File: src/rtl/blob_pkg.sv
// blob_pkg: shared widths, divider iteration count and FSM states for blob_centroid.
package blob_pkg;
    localparam int DEF_X_W   = 11;
    localparam int DEF_Y_W   = 10;
    localparam int DEF_CNT_W = DEF_X_W + DEF_Y_W + 1;
    localparam int DEF_SX_W  = 2 * DEF_X_W + DEF_Y_W + 1;
    localparam int DEF_SY_W  = DEF_X_W + 2 * DEF_Y_W + 1;
    localparam int DIV_ITER  = 33;
    localparam int DIV_CNT_W = $clog2(DIV_ITER + 1);
    typedef enum logic [1:0] {S_IDLE, S_DIV_X, S_DIV_Y, S_DONE} state_e;
endpackage

File: src/rtl/blob_centroid_if.sv


interface blob_div_if #(
    parameter int DW = 33,
    parameter int CW = 22
);
    logic          start;
    logic [DW-1:0] dividend;
    logic [CW-1:0] divisor;
    logic          busy;
    logic          done;
    logic [DW-1:0] quotient;
    modport master(output start, dividend, divisor, input busy, done, quotient);
    modport slave(input start, dividend, divisor, output busy, done, quotient);
endinterface

File: src/rtl/seq_divider.sv
// seq_divider: restoring shift-subtract divider, one quotient bit per cycle for DIV_ITER cycles.
// The start edge performs the first step; done marks the edge of the final step.
module seq_divider
    import blob_pkg::*;
#(
    parameter int DW = DIV_ITER,
    parameter int CW = DEF_CNT_W
) (
    input logic       clk,
    input logic       rst,
    blob_div_if.slave d
);
    logic [CW-1:0]        rem_q, rem_s, rem_d;
    logic [DW-1:0]        quo_q, quo_s, quo_d;
    logic [DIV_CNT_W-1:0] cnt_q;
    logic [CW:0]          trial;
    logic                 ge;
    logic                 busy;

    always_comb begin
        rem_s = d.start ? '0 : rem_q;
        quo_s = d.start ? d.dividend : quo_q;
        trial = {rem_s, quo_s[DW-1]};
        ge    = trial >= {1'b0, d.divisor};
        rem_d = ge ? CW'(trial - {1'b0, d.divisor}) : trial[CW-1:0];
        quo_d = {quo_s[DW-2:0], ge};
    end

    always_ff @(posedge clk) begin
        if (rst) begin
            rem_q <= '0;
            quo_q <= '0;
            cnt_q <= '0;
        end else if (d.start || busy) begin
            rem_q <= rem_d;
            quo_q <= quo_d;
            cnt_q <= d.start ? DIV_CNT_W'(DIV_ITER - 1) : cnt_q - 1'b1;
        end
    end

    assign busy       = cnt_q != '0;
    assign d.busy     = busy;
    assign d.done     = cnt_q == DIV_CNT_W'(1);
    assign d.quotient = quo_q;
endmodule

File: src/rtl/blob_centroid.sv
// blob_centroid: per-frame marked-pixel count and centroid via a shared sequential divider.
// Define BLOB_CENTROID_ROI_EN to restrict counting to an inclusive rectangular ROI.
module blob_centroid
    import blob_pkg::*;
#(
    parameter int X_W        = DEF_X_W,
    parameter int Y_W        = DEF_Y_W,
    parameter int MIN_PIXELS = 64
`ifdef BLOB_CENTROID_ROI_EN
    ,
    parameter int ROI_X0     = 0,
    parameter int ROI_X1     = 2047,
    parameter int ROI_Y0     = 0,
    parameter int ROI_Y1     = 1023
`endif
) (
    input  logic             iCLK,
    input  logic             iRST,
    input  logic             iFVAL,
    input  logic             iDVAL,
    input  logic             iWB,
    input  logic [X_W-1:0]   iX_Cont,
    input  logic [Y_W-1:0]   iY_Cont,
    output logic             oDVAL,
    output logic [X_W-1:0]   oDATA_x,
    output logic [Y_W-1:0]   oDATA_y,
    output logic             oFOUND,
    output logic [X_W+Y_W:0] oCOUNT,
    output logic             oOVERRUN
);
    localparam int CNT_W = X_W + Y_W + 1;
    localparam int SX_W  = 2 * X_W + Y_W + 1;
    localparam int SY_W  = X_W + 2 * Y_W + 1;
    localparam int DW    = DIV_ITER;

    state_e           state_q;
    logic             fval_q, rise, fall, in_roi, hit;
    logic [CNT_W-1:0] cnt_q, cnt_d, cnt_op_q;
    logic [SX_W-1:0]  sx_q, sx_d, sx_op_q;
    logic [SY_W-1:0]  sy_q, sy_d, sy_op_q;
    logic             found_op_q;
    logic [X_W-1:0]   qx_q;

    blob_div_if #(.DW(DW), .CW(CNT_W)) div ();
    seq_divider #(.DW(DW), .CW(CNT_W)) u_div (.clk(iCLK), .rst(iRST), .d(div));

`ifdef BLOB_CENTROID_ROI_EN
    assign in_roi = int'(iX_Cont) >= ROI_X0 && int'(iX_Cont) <= ROI_X1 &&
                    int'(iY_Cont) >= ROI_Y0 && int'(iY_Cont) <= ROI_Y1;
`else
    assign in_roi = 1'b1;
`endif

    assign rise = iFVAL & ~fval_q;
    assign fall = ~iFVAL & fval_q;
    assign hit  = iFVAL & iDVAL & iWB & in_roi;

    always_comb begin
        cnt_d = (rise ? '0 : cnt_q) + CNT_W'(hit);
        sx_d  = (rise ? '0 : sx_q) + (hit ? SX_W'(iX_Cont) : '0);
        sy_d  = (rise ? '0 : sy_q) + (hit ? SY_W'(iY_Cont) : '0);
    end

    // Empty frames divide by 1 and discard the result, so the strobe timing never changes.
    assign div.start    = (state_q == S_DIV_X || state_q == S_DIV_Y) && !div.busy;
    assign div.dividend = state_q == S_DIV_X ? DW'(sx_op_q) : DW'(sy_op_q);
    assign div.divisor  = cnt_op_q == '0 ? CNT_W'(1) : cnt_op_q;

    always_ff @(posedge iCLK) begin
        if (iRST) begin
            state_q    <= S_IDLE;
            fval_q     <= 1'b0;
            cnt_q      <= '0;
            sx_q       <= '0;
            sy_q       <= '0;
            cnt_op_q   <= '0;
            sx_op_q    <= '0;
            sy_op_q    <= '0;
            found_op_q <= 1'b0;
            qx_q       <= '0;
            oDVAL      <= 1'b0;
            oDATA_x    <= '0;
            oDATA_y    <= '0;
            oFOUND     <= 1'b0;
            oCOUNT     <= '0;
            oOVERRUN   <= 1'b0;
        end else begin
            fval_q <= iFVAL;
            cnt_q  <= cnt_d;
            sx_q   <= sx_d;
            sy_q   <= sy_d;
            oDVAL  <= 1'b0;
            if (fall && state_q != S_IDLE)
                oOVERRUN <= 1'b1;
            case (state_q)
                S_IDLE: if (fall) begin
                    cnt_op_q   <= cnt_q;
                    sx_op_q    <= sx_q;
                    sy_op_q    <= sy_q;
                    found_op_q <= cnt_q >= CNT_W'(MIN_PIXELS);
                    state_q    <= S_DIV_X;
                end
                S_DIV_X: if (div.done) state_q <= S_DIV_Y;
                S_DIV_Y: begin
                    if (div.start) qx_q <= div.quotient[X_W-1:0];
                    if (div.done) state_q <= S_DONE;
                end
                default: begin
                    oDVAL   <= 1'b1;
                    oCOUNT  <= cnt_op_q;
                    oFOUND  <= found_op_q;
                    if (found_op_q) begin
                        oDATA_x <= qx_q;
                        oDATA_y <= div.quotient[Y_W-1:0];
                    end
                    state_q <= S_IDLE;
                end
            endcase
        end
    end
endmodule

File: config.mk
export PLATFORM = sky130hd
export DESIGN_NAME = blob_centroid
export DESIGN_NICKNAME = d
export VERILOG_FILES = /design/src/rtl/blob_pkg.sv /design/src/rtl/blob_centroid_if.sv /design/src/rtl/seq_divider.sv /design/src/rtl/blob_centroid.sv
export SDC_FILE = /design/constraint.sdc
export NUM_CORES = 1
export LEC_CHECK = 0
export ABC_AREA = 1
export CAP_MARGIN = 10
export CORE_ASPECT_RATIO = 0.8
export CORE_MARGIN = 1.5
export CORE_UTILIZATION = 60
export CTS_BUF_LIST = sky130_fd_sc_hd__clkbuf_8
export DETAILED_ROUTE_END_ITERATION = 6
export DONT_BUFFER_PORTS = 1
export MAX_ROUTING_LAYER = met4
export PLACE_DENSITY = 0.88
export RECOVER_POWER = 25
export SLEW_MARGIN = 30
export SYNTH_ARGS = -nofsm -noshare
export SYNTH_HDL_FRONTEND = slang
export SYNTH_SLANG_ARGS = --single-unit
export TNS_END_PERCENT = 5
File: constraint.sdc
create_clock -name iCLK -period 5.1 [get_ports iCLK]
set_clock_uncertainty 0.05 [all_clocks]
set_input_delay 1.53 -clock iCLK [delete_from_list [all_inputs] [get_ports iCLK]]
set_output_delay 1.53 -clock iCLK [all_outputs]
set_load 0.02 [all_outputs]
# == Word level (Yosys, flattened, before mapping) ==
# Cells that the tools add are included.
# op_classes
n_addsub,5
magnitude_cmp,2
eq_ne,6
n_mux,16
bitwise,7
reduce_logical,14
# op_table
op,count
2-to-1 mux 33 bit,3
2-to-1 mux 22 bit,4
adder 33 x 11 -> 33 bit,1
adder 32 x 10 -> 32 bit,1
2-to-1 mux 32 bit,1
>= comparator 23 x 22 -> 1 bit,1
adder 22 x 1 -> 22 bit,1
>= comparator 22 x 7 -> 1 bit (second input constant),1
zero test 22 bit,1
subtractor 22 bit,1
2-to-1 mux 11 bit,1
2-to-1 mux 10 bit,1
equality test 6 x 1 -> 1 bit (second input constant),1
2-to-1 mux 2 bit,3
2-to-1 mux 6 bit,1
inequality test 2 bit (second input constant),3
one-hot mux 2 bit (3 select lines),1
AND reduction 2 bit,3
nonzero test 6 bit,1
subtractor 6 x 1 -> 6 bit (second input constant),1
AND 1 bit,4
NOT 1 bit,3
AND reduction 3 bit,1
OR reduction 3 bit,1
other kinds (8),10
# totals
register_bits,296
input_bits,26
out_inout_bits,46
wordCells,69

# == Depth between registers and ports, before layout ==
# depth
ltp_word,6
depth_mapped,25
depth_no_buf,24

# == Cells and area by module ==
# From an unflattened synthesis, not the netlist that was laid out.
# hier_totals
hier_cells,2452
hier_area_um2,15857.7
# by_module_without_submodules
module,n_inst,cells_per_inst,area_each_um2,seq_area_each_um2
blob_centroid,1,1751,11433.5,4704.5
seq_divider,1,701,4424.2,1221.2

# == Worst setup path after synthesis ==
# No wires, ideal clock.
# synth_timing
path_type,input to register
startpoint,input port iFVAL
endpoint,register sy_q[12]
setup_ns,0.070
arrival_ns,4.039
required_time_ns,4.980
path_slack_ns,0.941
path_stages,17
path_buffers,3
cell_sequence,inv_1 -> nor2_2 -> buf_2 -> buf_2 -> buf_1 -> nor2_1 -> ha_1 -> fa_1 -> nand2_1 -> nand3_1 -> o21ai_0 -> o21ai_0 -> nand2_1 -> nand2_1 -> nand2_1 -> o21ai_0 -> a21oi_1
# synth_via
elab_chain_len,4
elab_cells_between_ends,6
classes_between,1 x add/sub; 2 x mux; 3 x bitwise
# synth_lines
element,line_no,text
"start, declared",blob_centroid.sv:19,"input logic iFVAL,"
AND 1 bit (2 in a row),blob_centroid.sv:56,assign hit = iFVAL & iDVAL & iWB & in_roi;
2-to-1 mux 10 bit,blob_centroid.sv:61,sy_d = (rise ? '0 : sy_q) + (hit ? SY_W'(iY_Cont) : '0);
adder 32 x 10 -> 32 bit (*),blob_centroid.sv:61,
"end signal, assigned",blob_centroid.sv:91,sy_q <= sy_d;
"end, declared",blob_centroid.sv:40,"logic [SY_W-1:0] sy_q, sy_d, sy_op_q;"
# Mark *: on every way between the ends. The rest lies on a longest branch, timed or not.
# A chain may end at the register's enable or synchronous reset.

# == Worst setup path in the final report ==
# layout_timing
startpoint,register u_div.cnt_q[4]
endpoint,"register u_div.quo_q[22], in the netlist u_div.d.quotient[22]"
# layout_via
elab_chain_len,4
elab_cells_between_ends,5
classes_between,1 x mux; 4 x reduce/logical
# layout_lines
element,line_no,text
"start, declared",seq_divider.sv:15,logic [DIV_CNT_W-1:0] cnt_q;
"start signal, assigned",seq_divider.sv:37,cnt_q <= d.start ? DIV_CNT_W'(DIV_ITER - 1) : cnt_q - 1'b1;
nonzero test 6 bit (*),seq_divider.sv:41,assign busy = cnt_q != '0;
zero test 1 bit,blob_centroid.sv:65,assign div.start = (state_q == S_DIV_X || state_q == S_DIV_Y) && !div.busy;
logical AND 1 bit,blob_centroid.sv:65,
2-to-1 mux 33 bit / logical OR 1 bit (equally long branches),"seq_divider.sv:22, seq_divider.sv:34",
"end signal, assigned",seq_divider.sv:36,quo_q <= quo_d;
"end, declared",seq_divider.sv:14,"logic [DW-1:0] quo_q, quo_s, quo_d;"
# Marks and branches as above.

==> impl_metrics.tcl <==
set metrics [dict create \
    slew_headroom -0.1000 \
    critPathRequiredTime_ps 5520 \
    fin_cells 2607 \
    vias_per_cell 5.667 \
    outcome "finished with violations" \
    synth_nets 2366 \
    synth_simple_gate_area_frac 0.2650 \
    gr-total-overflow 0 \
    drt-pass1-iter-count 7 \
    ant_nets 0 \
    synthToLayoutAreaGrowth_pct 7.044 \
    synthDistinctLibCells 48 \
    hpwl_mm 28.22 \
    power-per-cell-area_mw_per_mm2 487.0 \
    drive_above_1_share 0.04468 \
    synth_xor_xnor_area_share 0.01147 \
    grt_pass1_wl_mm 65.43 \
    drv_cap 3 \
    fp.dieArea_mm2 0.02643 \
    ys_seq_elements 296 \
    maxSlewViolCount 136 \
    netlist_top_cells_area "dfxtp_1 39%, nand2_1 12%, inv_1 8.1%" \
    cts-hold-fix-buffers 0 \
    start_util 0.6067 \
    synthMuxAreaShare 0 \
    synth_top_family_by_area "simple AND/OR/NAND/NOR gates" \
    synth_compound_area_frac 0.1808 \
    drtIter0Drc 1484 \
    cp_cell_sequence "inv_1 > nand2_1 > nor2_1 > nand2_1 > nor2_1 > inv_1 > nor2_2 > clkbuf_1 > inv_1 > o22ai_1" \
    violations "design-rule violations, max-capacitance violations, max-slew violations" \
    final_cell_mix "478 x nand2_1, 340 x inv_1, 296 x dfxtp_1" \
    fillers 2239 \
    min_from "u_div.rem_q[13]" \
    ys_seq_area_frac 0.3879 \
    cts_setup_buffers 0 \
    syn_area_per_cell_um2 6.689 \
    multi_input_area_mm2 0.007705 \
    die-height_um 145.7 \
    synth.top_cell.area_share 0.3879 \
    clockBufferDepth 3 \
    syn-cell-area_mm2 0.01528 \
    cp_max_fo 31 \
    rsz0062_at_grt "no" \
    start_kind "flip-flop" \
    hold_viol_final 0 \
    die_w_um 181.4 \
    postCtsResizedCells 0 \
    ir_drop_mv 0.2627 \
    finalPower_w 0.007964 \
    fin_crit_ps 4407 \
    diodes 0 \
    placedCellCount 2525 \
    reg2reg_from "u_div.cnt_q[4]" \
    path_class "flip-flop to flip-flop" \
    hold_slack_ps 401.1 \
    clkSinkCount 296 \
    max_freq_mhz 226.9 \
    cts_tree "built" \
    synthFlopType "dfxtp_1" \
    grt_start_max_net_pins 122 \
    synth_edf_count 0 \
    worst_ep_arrival_time_ps 4830 \
    critical_path.top_delay_family "buffers and inverters" \
    finalNetCount 2331 \
    port-buffer-count 0 \
    cp_slowest_cell "clkbuf_1" \
    synthArstFlopShare 0 \
    num_vias 14780 \
    crit_top_cell "inv_1" \
    post-route-util 0.6495 \
    p_leak_nw 7.303 \
    antenna_found_initial 0 \
    fp-row-count 52 \
    synth_warnings 0 \
    setup_violations 0 \
    design.core.area_mm2 0.02518 \
    place_congestion 1.009 \
    syn_inst 2284 \
    hold_class "flip-flop to flip-flop" \
    cp-startpoint "u_div.cnt_q[4]" \
    htree_levels 2 \
    cts-buffers-inserted 46 \
    critPathBufInv 4 \
    clk_pin_slew_worst_paths_ps 70 \
    cp-end-kind "flip-flop" \
    final_common_cell "nand2_1" \
    grt_pass1_vias 13330 \
    tns_ps 0 \
    grt_usage 0.3093 \
    design.portCount 72 \
    synth_fa_ha_area_frac 0.04734 \
    yosysTopAreaCell "dfxtp_1" \
    fin_crit_sh 0.8641 \
    clk_latency_ps 560 \
    wirelength_mm 40.10 \
    drc 1 \
    root_buffer "clkbuf_8" \
    wl_per_cell_um 15.38 \
    regArea_mm2 0.005926 \
    worst_pin_slew_ps 1650 \
    cpPeakStageDelay_ps 1130 \
]
==> final cells by class <==
class,instances,area share
multi-input combinational,1561,0.4712
sequential,296,0.3624
inverter,332,0.07636
clock buffer,62,0.05218
tap,324,0.02479
clock inverter,20,0.007345
timing repair buffer,12,0.005815
==> where the power goes <==
part           total (W)  switching [W]  internal (W)
logic            0.00312        0.00212       0.00100
registers        0.00277       0.000178       0.00260
clock network    0.00207       0.000931       0.00114
==> routing by layer <==
| layer | vias to the layer above | track usage | routed length, um |
|---|---|---|---|
| li1 | 7309 | - | - |
| met1 | 6821 | 0.4461 | 18860 |
| met2 | 579 | 0.4519 | 17000 |
| met3 | 66 | 0.04780 | 3537 |
| met4 | 0 | 0.07833 | 691 |
| met5 | - | - | 0 |
==> worst min-delay path: stages (launching register included) <==
cell and delay, ps:
dfxtp_1 310, nand2_1 60, nand2_1 40
==> cell families (layout without fill, tap and decap cells) <==
group	Yosys count	after routing
fa+ha+maj	56	56
buf+inv	427	426
compound gates	524	524
xor+xnor	20	20
flops	296	296
simple gates	961	961
==> per-stage QoR <==
| stage | area (um2) | worst slack (ps) |
|---|---|---|
| 5_1_grt | 16350 | 401.4 |
| 3_5_place_dp | 15410 | 851.9 |
| 4_1_cts | 16380 | 1212 |
| 3_3_place_gp | 15410 | 959.6 |
| 6_report | 16350 | 693.3 |
| 2_1_floorplan | 15280 | 941.1 |
==> flip-flops by register name (all words and copies together) (netlist names), 10 cells and up <==
signal	count
sy_q	32
sx_op_q	33
oDATA_y	10
oDATA_x	11
cnt_op_q	22
sx_q	33
u_div.d.quotient	33
qx_q	11
cnt_q	22
sy_op_q	32
oCOUNT	22
u_div.rem_q	22
==> synthesized netlist by cell type (all sizes together), types with 12 or more instances <==
| cell type | count |
|---|---|
| nand2 | 479 |
| inv | 332 |
| dfxtp | 296 |
| nor2 | 287 |
| o21ai | 236 |
| a21oi | 234 |
| nand3 | 100 |
| clkbuf | 76 |
| ha | 53 |
| nand4 | 29 |
| nor3 | 25 |
| buf | 19 |
| o21a | 13 |
| and3 | 12 |
| xnor2 | 12 |
==> path summary, 6_finish.rpt <==
| path | cells past startpoint | slack, ps | end |
|---|---|---|---|
| setup / recovery | 10 | 690 | u_div.d.quotient[22] |
| hold / removal | 2 | 400 | u_div.rem_q[13] |
| setup reg to reg | 10 | 690 | u_div.d.quotient[22] |
| hold reg to reg | 2 | 400 | u_div.rem_q[13] |
Note: power is estimated with default switching activity, not from simulation.
